File: src/rtl/flash_pkg.sv
// Shared definitions for the flash slot loader: SPI opcode, loader states, CRC helper.
package flash_pkg;

  localparam logic [7:0]  SPI_READ = 8'h03;
  localparam logic [15:0] CRC_POLY = 16'h1021;

  typedef enum logic [2:0] {IDLE, CMD, STREAM, PAD, DONE} load_state_t;

  // CRC-16/CCITT, MSB first, one byte per call.
  function automatic logic [15:0] crc16_byte(input logic [15:0] c, input logic [7:0] d);
    logic [15:0] r;
    r = c ^ {d, 8'h00};
    for (int i = 0; i < 8; i++) begin
      r = r[15] ? ((r << 1) ^ CRC_POLY) : (r << 1);
    end
    return r;
  endfunction

endpackage

File: src/rtl/spi_flash_stream.sv
// SPI mode-0 read engine: sends READ + 24-bit address at clock/2, then streams
// bytes on one csn-low burst, parking sck low while a received byte is unaccepted.
module spi_flash_stream
  import flash_pkg::*;
(
  input  logic        clock,
  input  logic        reset,
  input  logic        i_start,
  input  logic        i_stop,
  input  logic        i_ack,
  input  logic [23:0] i_addr,
  input  logic        i_miso,
  output logic        o_csn,
  output logic        o_sck,
  output logic        o_mosi,
  output logic        o_streaming,
  output logic        o_byte_valid,
  output logic [7:0]  o_byte_data
);

  logic        r_active;
  logic        r_cmd;
  logic        r_csn;
  logic        r_sck;
  logic        r_mosi;
  logic [31:0] r_tx;
  logic [4:0]  r_bitcnt;
  logic [6:0]  r_rx;
  logic [2:0]  r_rxcnt;
  logic        r_valid;
  logic [7:0]  r_data;

  always_ff @(posedge clock) begin
    if (reset || i_stop) begin
      r_active <= 1'b0;
      r_cmd    <= 1'b0;
      r_csn    <= 1'b1;
      r_sck    <= 1'b0;
      r_mosi   <= 1'b0;
      r_bitcnt <= '0;
      r_rxcnt  <= '0;
      r_valid  <= 1'b0;
    end else if (i_start) begin
      r_active <= 1'b1;
      r_cmd    <= 1'b1;
      r_csn    <= 1'b0;
      r_sck    <= 1'b0;
      r_mosi   <= SPI_READ[7];
      r_tx     <= {SPI_READ, i_addr};
      r_bitcnt <= '0;
      r_rxcnt  <= '0;
      r_valid  <= 1'b0;
    end else if (r_active) begin
      if (i_ack) r_valid <= 1'b0;
      if (r_cmd) begin
        r_sck <= ~r_sck;
        // mosi advances on the falling sck so it is stable for the next rise
        if (r_sck) begin
          r_tx     <= {r_tx[30:0], 1'b0};
          r_mosi   <= r_tx[30];
          r_bitcnt <= r_bitcnt + 5'd1;
          if (r_bitcnt == 5'd31) begin
            r_cmd  <= 1'b0;
            r_mosi <= 1'b0;
          end
        end
      end else if (r_sck) begin
        r_sck   <= 1'b0;
        r_rx    <= {r_rx[5:0], i_miso};
        r_rxcnt <= r_rxcnt + 3'd1;
        if (r_rxcnt == 3'd7) begin
          r_data  <= {r_rx, i_miso};
          r_valid <= 1'b1;
        end
      end else if (!r_valid || i_ack) begin
        r_sck <= 1'b1;
      end
    end
  end

  assign o_csn        = r_csn;
  assign o_sck        = r_sck;
  assign o_mosi       = r_mosi;
  assign o_streaming  = r_active && !r_cmd;
  assign o_byte_valid = r_valid;
  assign o_byte_data  = r_data;

endmodule

File: src/rtl/flash_slot_loader.sv
// Loads an image from a flash slot into a byte sink, then pads it.
// Optional: define LOADER_CRC_EN to add a CRC-16/CCITT output over the image bytes.
module flash_slot_loader
  import flash_pkg::*;
#(
  parameter int         ADDR_W     = 22,
  parameter int         IDX_W      = 4,
  parameter int         SLOT_SHIFT = 18,
  parameter logic [23:0] BASE_ADDR = 24'h400000,
  parameter int         PAD_BYTES  = 1024,
  parameter logic [7:0] PAD_VALUE  = 8'hFF
) (
  input  logic              clock,
  input  logic              reset,
  input  logic              reload,
  input  logic [IDX_W-1:0]  index,
  input  logic [ADDR_W:0]   length,
  output logic              flash_csn,
  output logic              flash_sck,
  output logic              flash_mosi,
  input  logic              flash_miso,
  output logic [ADDR_W-1:0] load_addr,
  output logic [7:0]        load_write_data,
  output logic              data_valid,
  input  logic              ready,
  output logic              busy,
  output logic              load_done
`ifdef LOADER_CRC_EN
  , output logic [15:0]     crc
`endif
);

  localparam int PAD_W = (PAD_BYTES > 1) ? $clog2(PAD_BYTES + 1) : 1;
  localparam logic [PAD_W-1:0] PAD_LAST = PAD_W'(PAD_BYTES - 1);

  load_state_t       r_state, w_next;
  logic [IDX_W-1:0]  r_index;
  logic [ADDR_W:0]   r_length;
  logic [ADDR_W-1:0] r_addr;
  logic [1:0]        r_gap;
  logic [PAD_W-1:0]  r_pad_cnt;
  logic              r_busy;
  logic              r_load_done;

  logic              w_start, w_last_img, w_data_valid, w_xfer, w_wrap;
  logic [7:0]        w_data;
  logic [23:0]       w_cmd_addr;
  logic [ADDR_W:0]   w_len_m1;
  logic              w_streaming, w_byte_valid, w_ack;
  logic [7:0]        w_byte_data;

  assign w_cmd_addr = BASE_ADDR + (24'(r_index) << SLOT_SHIFT);
  assign w_len_m1   = r_length - {{ADDR_W{1'b0}}, 1'b1};
  assign w_ack      = (r_state == STREAM) && ready && !reload;

  spi_flash_stream u_spi (
    .clock        (clock),
    .reset        (reset),
    .i_start      (w_start),
    .i_stop       (reload || w_last_img),
    .i_ack        (w_ack),
    .i_addr       (w_cmd_addr),
    .i_miso       (flash_miso),
    .o_csn        (flash_csn),
    .o_sck        (flash_sck),
    .o_mosi       (flash_mosi),
    .o_streaming  (w_streaming),
    .o_byte_valid (w_byte_valid),
    .o_byte_data  (w_byte_data)
  );

  always_ff @(posedge clock) begin
    if (reset) r_state <= IDLE;
    else       r_state <= w_next;
  end

  always_comb begin
    w_next       = r_state;
    w_start      = 1'b0;
    w_last_img   = 1'b0;
    w_data_valid = 1'b0;
    w_data       = 8'h00;
    case (r_state)
      STREAM: begin
        w_data_valid = w_byte_valid;
        w_data       = w_byte_data;
      end
      PAD: begin
        w_data_valid = 1'b1;
        w_data       = PAD_VALUE;
      end
      default: ;
    endcase
    w_xfer = w_data_valid && ready && !reload;
    w_wrap = &r_addr;
    case (r_state)
      // csn is held high for two cycles before the command starts
      CMD: begin
        w_start = (r_gap == 2'd1);
        if (r_gap == 2'd0 && w_streaming) w_next = STREAM;
      end
      STREAM: begin
        if (w_xfer && (w_wrap || ({1'b0, r_addr} == w_len_m1))) begin
          w_last_img = 1'b1;
          w_next     = (PAD_BYTES == 0 || w_wrap) ? DONE : PAD;
        end
      end
      PAD: begin
        if (w_xfer && (w_wrap || r_pad_cnt == PAD_LAST)) w_next = DONE;
      end
      default: ;
    endcase
    if (reload) begin
      w_start    = 1'b0;
      w_last_img = 1'b0;
      if (length == '0) w_next = (PAD_BYTES == 0) ? DONE : PAD;
      else              w_next = CMD;
    end
  end

  always_ff @(posedge clock) begin
    if (reset) begin
      r_index     <= '0;
      r_length    <= '0;
      r_addr      <= '0;
      r_gap       <= '0;
      r_pad_cnt   <= '0;
      r_busy      <= 1'b0;
      r_load_done <= 1'b0;
    end else if (reload) begin
      r_index     <= index;
      r_length    <= length;
      r_addr      <= '0;
      r_gap       <= 2'd2;
      r_pad_cnt   <= '0;
      r_busy      <= 1'b1;
      r_load_done <= 1'b0;
    end else begin
      if (r_gap != 2'd0) r_gap <= r_gap - 2'd1;
      // address saturates at the top so a full-size image never wraps
      if (w_xfer && !w_wrap) r_addr <= r_addr + ADDR_W'(1);
      if (w_xfer && r_state == PAD) r_pad_cnt <= r_pad_cnt + PAD_W'(1);
      if (r_state == DONE) begin
        r_busy      <= 1'b0;
        r_load_done <= 1'b1;
      end
    end
  end

`ifdef LOADER_CRC_EN
  logic [15:0] r_crc;

  always_ff @(posedge clock) begin
    if (reset || reload)                  r_crc <= 16'hFFFF;
    else if (w_xfer && r_state == STREAM) r_crc <= crc16_byte(r_crc, w_data);
  end

  assign crc = r_crc;
`endif

  assign load_addr       = r_addr;
  assign load_write_data = w_data;
  assign data_valid      = w_data_valid;
  assign busy            = r_busy;
  assign load_done       = r_load_done;

endmodule

File: config.mk
export PLATFORM = sky130hd
export DESIGN_NAME = flash_slot_loader
export DESIGN_NICKNAME = d
export VERILOG_FILES = /design/src/rtl/flash_pkg.sv /design/src/rtl/spi_flash_stream.sv /design/src/rtl/flash_slot_loader.sv
export SDC_FILE = /design/constraint.sdc
export NUM_CORES = 1
export LEC_CHECK = 0
export BUFFER_PORTS_ARGS = -buffer_cell sky130_fd_sc_hd__buf_2
export CAP_MARGIN = 40
export CORE_MARGIN = 2
export CORE_UTILIZATION = 52
export CTS_CLUSTER_SIZE = 8
export DETAILED_ROUTE_END_ITERATION = 10
export PLACE_DENSITY = 0.73
export SETUP_SLACK_MARGIN = 0.3
export SLEW_MARGIN = 25
export SYNTH_ARGS = -nofsm -noshare
export SYNTH_HDL_FRONTEND = slang
export SYNTH_SLANG_ARGS = --single-unit
export TNS_END_PERCENT = 50
File: constraint.sdc
create_clock -name clock -period 4 [get_ports clock]
set_clock_uncertainty 0.2 [all_clocks]
set_input_delay 0.8 -clock clock [delete_from_list [all_inputs] [get_ports clock]]
set_output_delay 0.8 -clock clock [all_outputs]
set_load 0.005 [all_outputs]
==> impl_results.md <==
* Run status: completed
* PD cells at 342.1 mW/mm^2
* CP max-delay cell: or4_1
* Data required time at the worst endpoint at 3.94 ns
* Final slew viol count at 0
* DR iter-0 viols at 247
* Post-CTS Setup Inserts at 0
* Setup ws final at 0.4729 ns
* Post-synth EDFFs at 28
* CTS Root Cell: clkbuf_8
* Peak supply drop at 0.2095 mV
* Die Area at 0.01087 sq mm
* Yosys cell types at 53
* Clk_lat worst skew at 0.38 ns
* Register bit total from synthesis at 109
* F_max at 283.5 MHz
* Max incr delay on CP at 0.48 ns
* Critical Path AT at 3.47 ns
* Post-route ant nets at 0
* HPWL after detailed placement at 8.157 mm
* Gr usage total at 0.2048
* Hold Path Origin: u_spi.r_rx[6]$_DFFE_PP_
* Fin crit share at 0.8818
* Fin crit period at 3.527 ns
* FP Rows at 36
* Routed wire length per instance at 14.96 um
* # IOs at 68
* Initial Util at 0.5348
* Crit. End Element: flop
* Number of CTS-inserted buffers at 9
* Placed Area at 0.005675 sq mm
* Post-synth top cells: 94 x nor2_1, 81 x dfxtp_1, 37 x mux2i_1, 37 x nand2_1, 30 x xor2_1
* DR pass1 iterations at 4
* Synthesized cell area at 0.005228 sq mm
* Total leakage power at 2.302 nW
* Antenna violations before repair at 0
* Place WS at 0.4950 ns
* Fill cells at 868
* Clk sink count at 109
* DR vias/cell at 5.495
* WS Path Type: reg -> reg
* Yosys warning count at 0
* Register area share after synthesis at 0.4710
* Number of max-capacitance violations reported at 0
* Leading area contributor after synthesis: dfxtp_1
* First-pass GRT wire length at 18.05 mm
* Number of global-route vias before repair at 3764
* Core Area at 0.009774 sq mm
* Final hold vios at 0
* Share of layout cells above drive strength 1 at 0.1737
* Largest net degree at the start of global routing at 39
* Nets at 650
* Syn Area/Cell at 9.487 sq um
* Final wirelength at 11.20 mm
* RR Startpoint: r_length[13]$_SDFFE_PP0P_
* Vias at 4116
* FF-to-FF setup slack at 0.47 ns
* CTS H-tree depth at 3
* Worst hold path class: reg -> reg
* Tightest Pin Transition at 0.7390 ns
* Buf+Inv Stages, Crit Path at 2
* Most common cell in the synthesized netlist: nor2_1
* Clk buf depth at 2
* CTS tree: yes
* Main area contributors after synthesis: dfxtp_1 31%, edfxtp_1 16%, mux2i_1 7.1%, nor2_1 6.7%, xor2_1 5.0%
* Syn_nets at 590
* Rel. slew slack at 0.5028
* RSZ-0062 raised after global routing: true
* Global placer's final weighted congestion at 0.9056
* Final setup viols at 0
* CP startpoint kind: flop
* Hold depth at 0
* Residual DRC count at 0
* Die X at 104.3 um
* Die height at 104.3 um
* Top cell type's share of synthesized area at 0.3102
* Layout Area Growth over Synthesis at 12.16%
* Reg-to-reg critical path endpoint: u_spi.r_tx[28]$_SDFFCE_PP0P_
* Antenna diodes at 0
* CP top delay family: simple AND/OR/NAND/NOR gates
* TNS Setup at 0 ns
* Clock transition at path regs at 0.10 ns
* FF-to-FF path depth at 11
* Mapped Cells at 551
* Synth Flop Type: dfxtp_1
* IO buf count at 67
* Crit-path max FO at 15
* Hold EP: u_spi.o_byte_data[7]$_DFFE_PP_
* Synth async-reset ratio at 0
* GRT overflow at 0
* Fin area at 0.005863 sq mm
* CP Cell Sequence: or3_1 > or4_4 > or4_1 > a21boi_1 > o21ai_1 > a22o_1 > o21ai_1 > a31o_1 > buf_4 > a21oi_2 > buf_4
metal layers:
layer,GRT usage,part of all wire,vias up
met4,0.08591,0.022,0
met1,0.2807,0.48,1959
met5,0,0,-
met3,0.04386,0.047,17
met2,0.3137,0.46,93
li1,-,-,2047
placed cells by master, fill, tap and decap left out, drive strengths merged, types with 15 or more instances in the layout:
master	n
a21oi	15
nor3	22
dfxtp	81
xnor2	26
nand4	17
xor2	30
buf	76
nand3	18
edfxtp	28
mux2i	37
nand2	37
nor2	94
worst register-to-register path, cell delays in order (launching register included):
cell,delay (ns)
dfxtp_1,0.39
or3_1,0.40
or4_4,0.46
or4_1,0.48
a21boi_1,0.16
o21ai_1,0.09
a22o_1,0.21
o21ai_1,0.17
a31o_1,0.23
buf_4,0.25
a21oi_2,0.05
buf_4,0.21
where the power goes:
part / leakage (nW) / internal (mW) / switching, mW
Clock: 0.0955 / 0.238 / 0.398
Sequential: 0.910 / 1.14 / 0.0274
Combinational: 1.30 / 0.0912 / 0.107
through the flow:
step | hold WS (ns) | total power, mW | std cells | util
2_1_floorplan | 0.2003 | 1.331 | 551 | -
3_3_place_gp | 0.2125 | 1.385 | 733 | 0.5806
3_5_place_dp | 0.2293 | 1.392 | 733 | 0.5806
4_1_cts | 0.2505 | 2.020 | 749 | 0.5992
5_1_grt | 0.2609 | 2.088 | 749 | 0.5998
6_report | 0.2435 | 2.006 | 749 | 0.5998
state kept, by name, indices dropped and copies added (netlist names):
name / flops
u_spi.r_rx: 7
r_length: 23
load_done: 1
r_pad_cnt: 11
u_spi.o_byte_valid: 1
u_spi.o_mosi: 1
busy: 1
u_spi.r_active: 1
u_spi.r_cmd: 1
u_spi.o_sck: 1
r_index: 4
r_gap: 2
load_addr: 22
r_state: 3
u_spi.o_byte_data: 8
u_spi.r_bitcnt: 5
u_spi.r_rxcnt: 3
u_spi.r_tx: 13
u_spi.o_csn: 1
kinds of logic after synthesis:
kind of cell / count (synthesis) / synth area share
buffers and inverters: 36 / 0.03040
AND/OR/NAND/NOR: 262 / 0.2595
adder cells (fa/ha/maj): 7 / 0.01675
flip-flops: 109 / 0.4710
XOR/XNOR: 57 / 0.09813
AO/OA/AOI/OAI: 41 / 0.04907
multiplexers: 39 / 0.07516
what timing repair did:
| action | in CTS | in global routing |
|---|---|---|
| endpoints found under the setup margin | 0 | 21 |
| hold buffers | 0 | 0 |
| resized for setup | 0 | 1 |
layout make-up:
| type | count | area [sq um] | area share |
|---|---|---|---|
| Clock buffer | 9 | 123.9 | 0.02113 |
| Clock inverter | 7 | 57.56 | 0.009816 |
| Inverter | 9 | 33.78 | 0.005762 |
| Multi-Input combinational cell | 406 | 2616 | 0.4462 |
| Sequential cell | 109 | 2462 | 0.4200 |
| Tap cell | 133 | 166.4 | 0.02838 |
| Timing Repair Buffer | 76 | 402.9 | 0.06872 |
how the worst max path moves through the flow:
stage	start	endpoint	cells after the start	slack [ns]
2_1_floorplan	r_length[13]$_SDFFE_PP0P_	u_spi.r_rx[0]$_DFFE_PP_	10	0.27
3_3_place_gp	r_length[13]$_SDFFE_PP0P_	u_spi.r_tx[24]$_SDFFCE_PP1P_	11	0.53
3_5_place_dp	r_length[13]$_SDFFE_PP0P_	u_spi.r_tx[23]$_SDFFCE_PP0P_	11	0.50
4_1_cts	r_length[13]$_SDFFE_PP0P_	u_spi.r_tx[22]$_SDFFCE_PP1P_	11	0.46
5_1_grt	r_length[0]$_SDFFE_PP0P_	u_spi.o_byte_data[1]$_DFFE_PP_	12	0.22
6_report	r_length[13]$_SDFFE_PP0P_	u_spi.r_tx[28]$_SDFFCE_PP0P_	11	0.47
No activity file was read; power rests on OpenSTA's default activity.
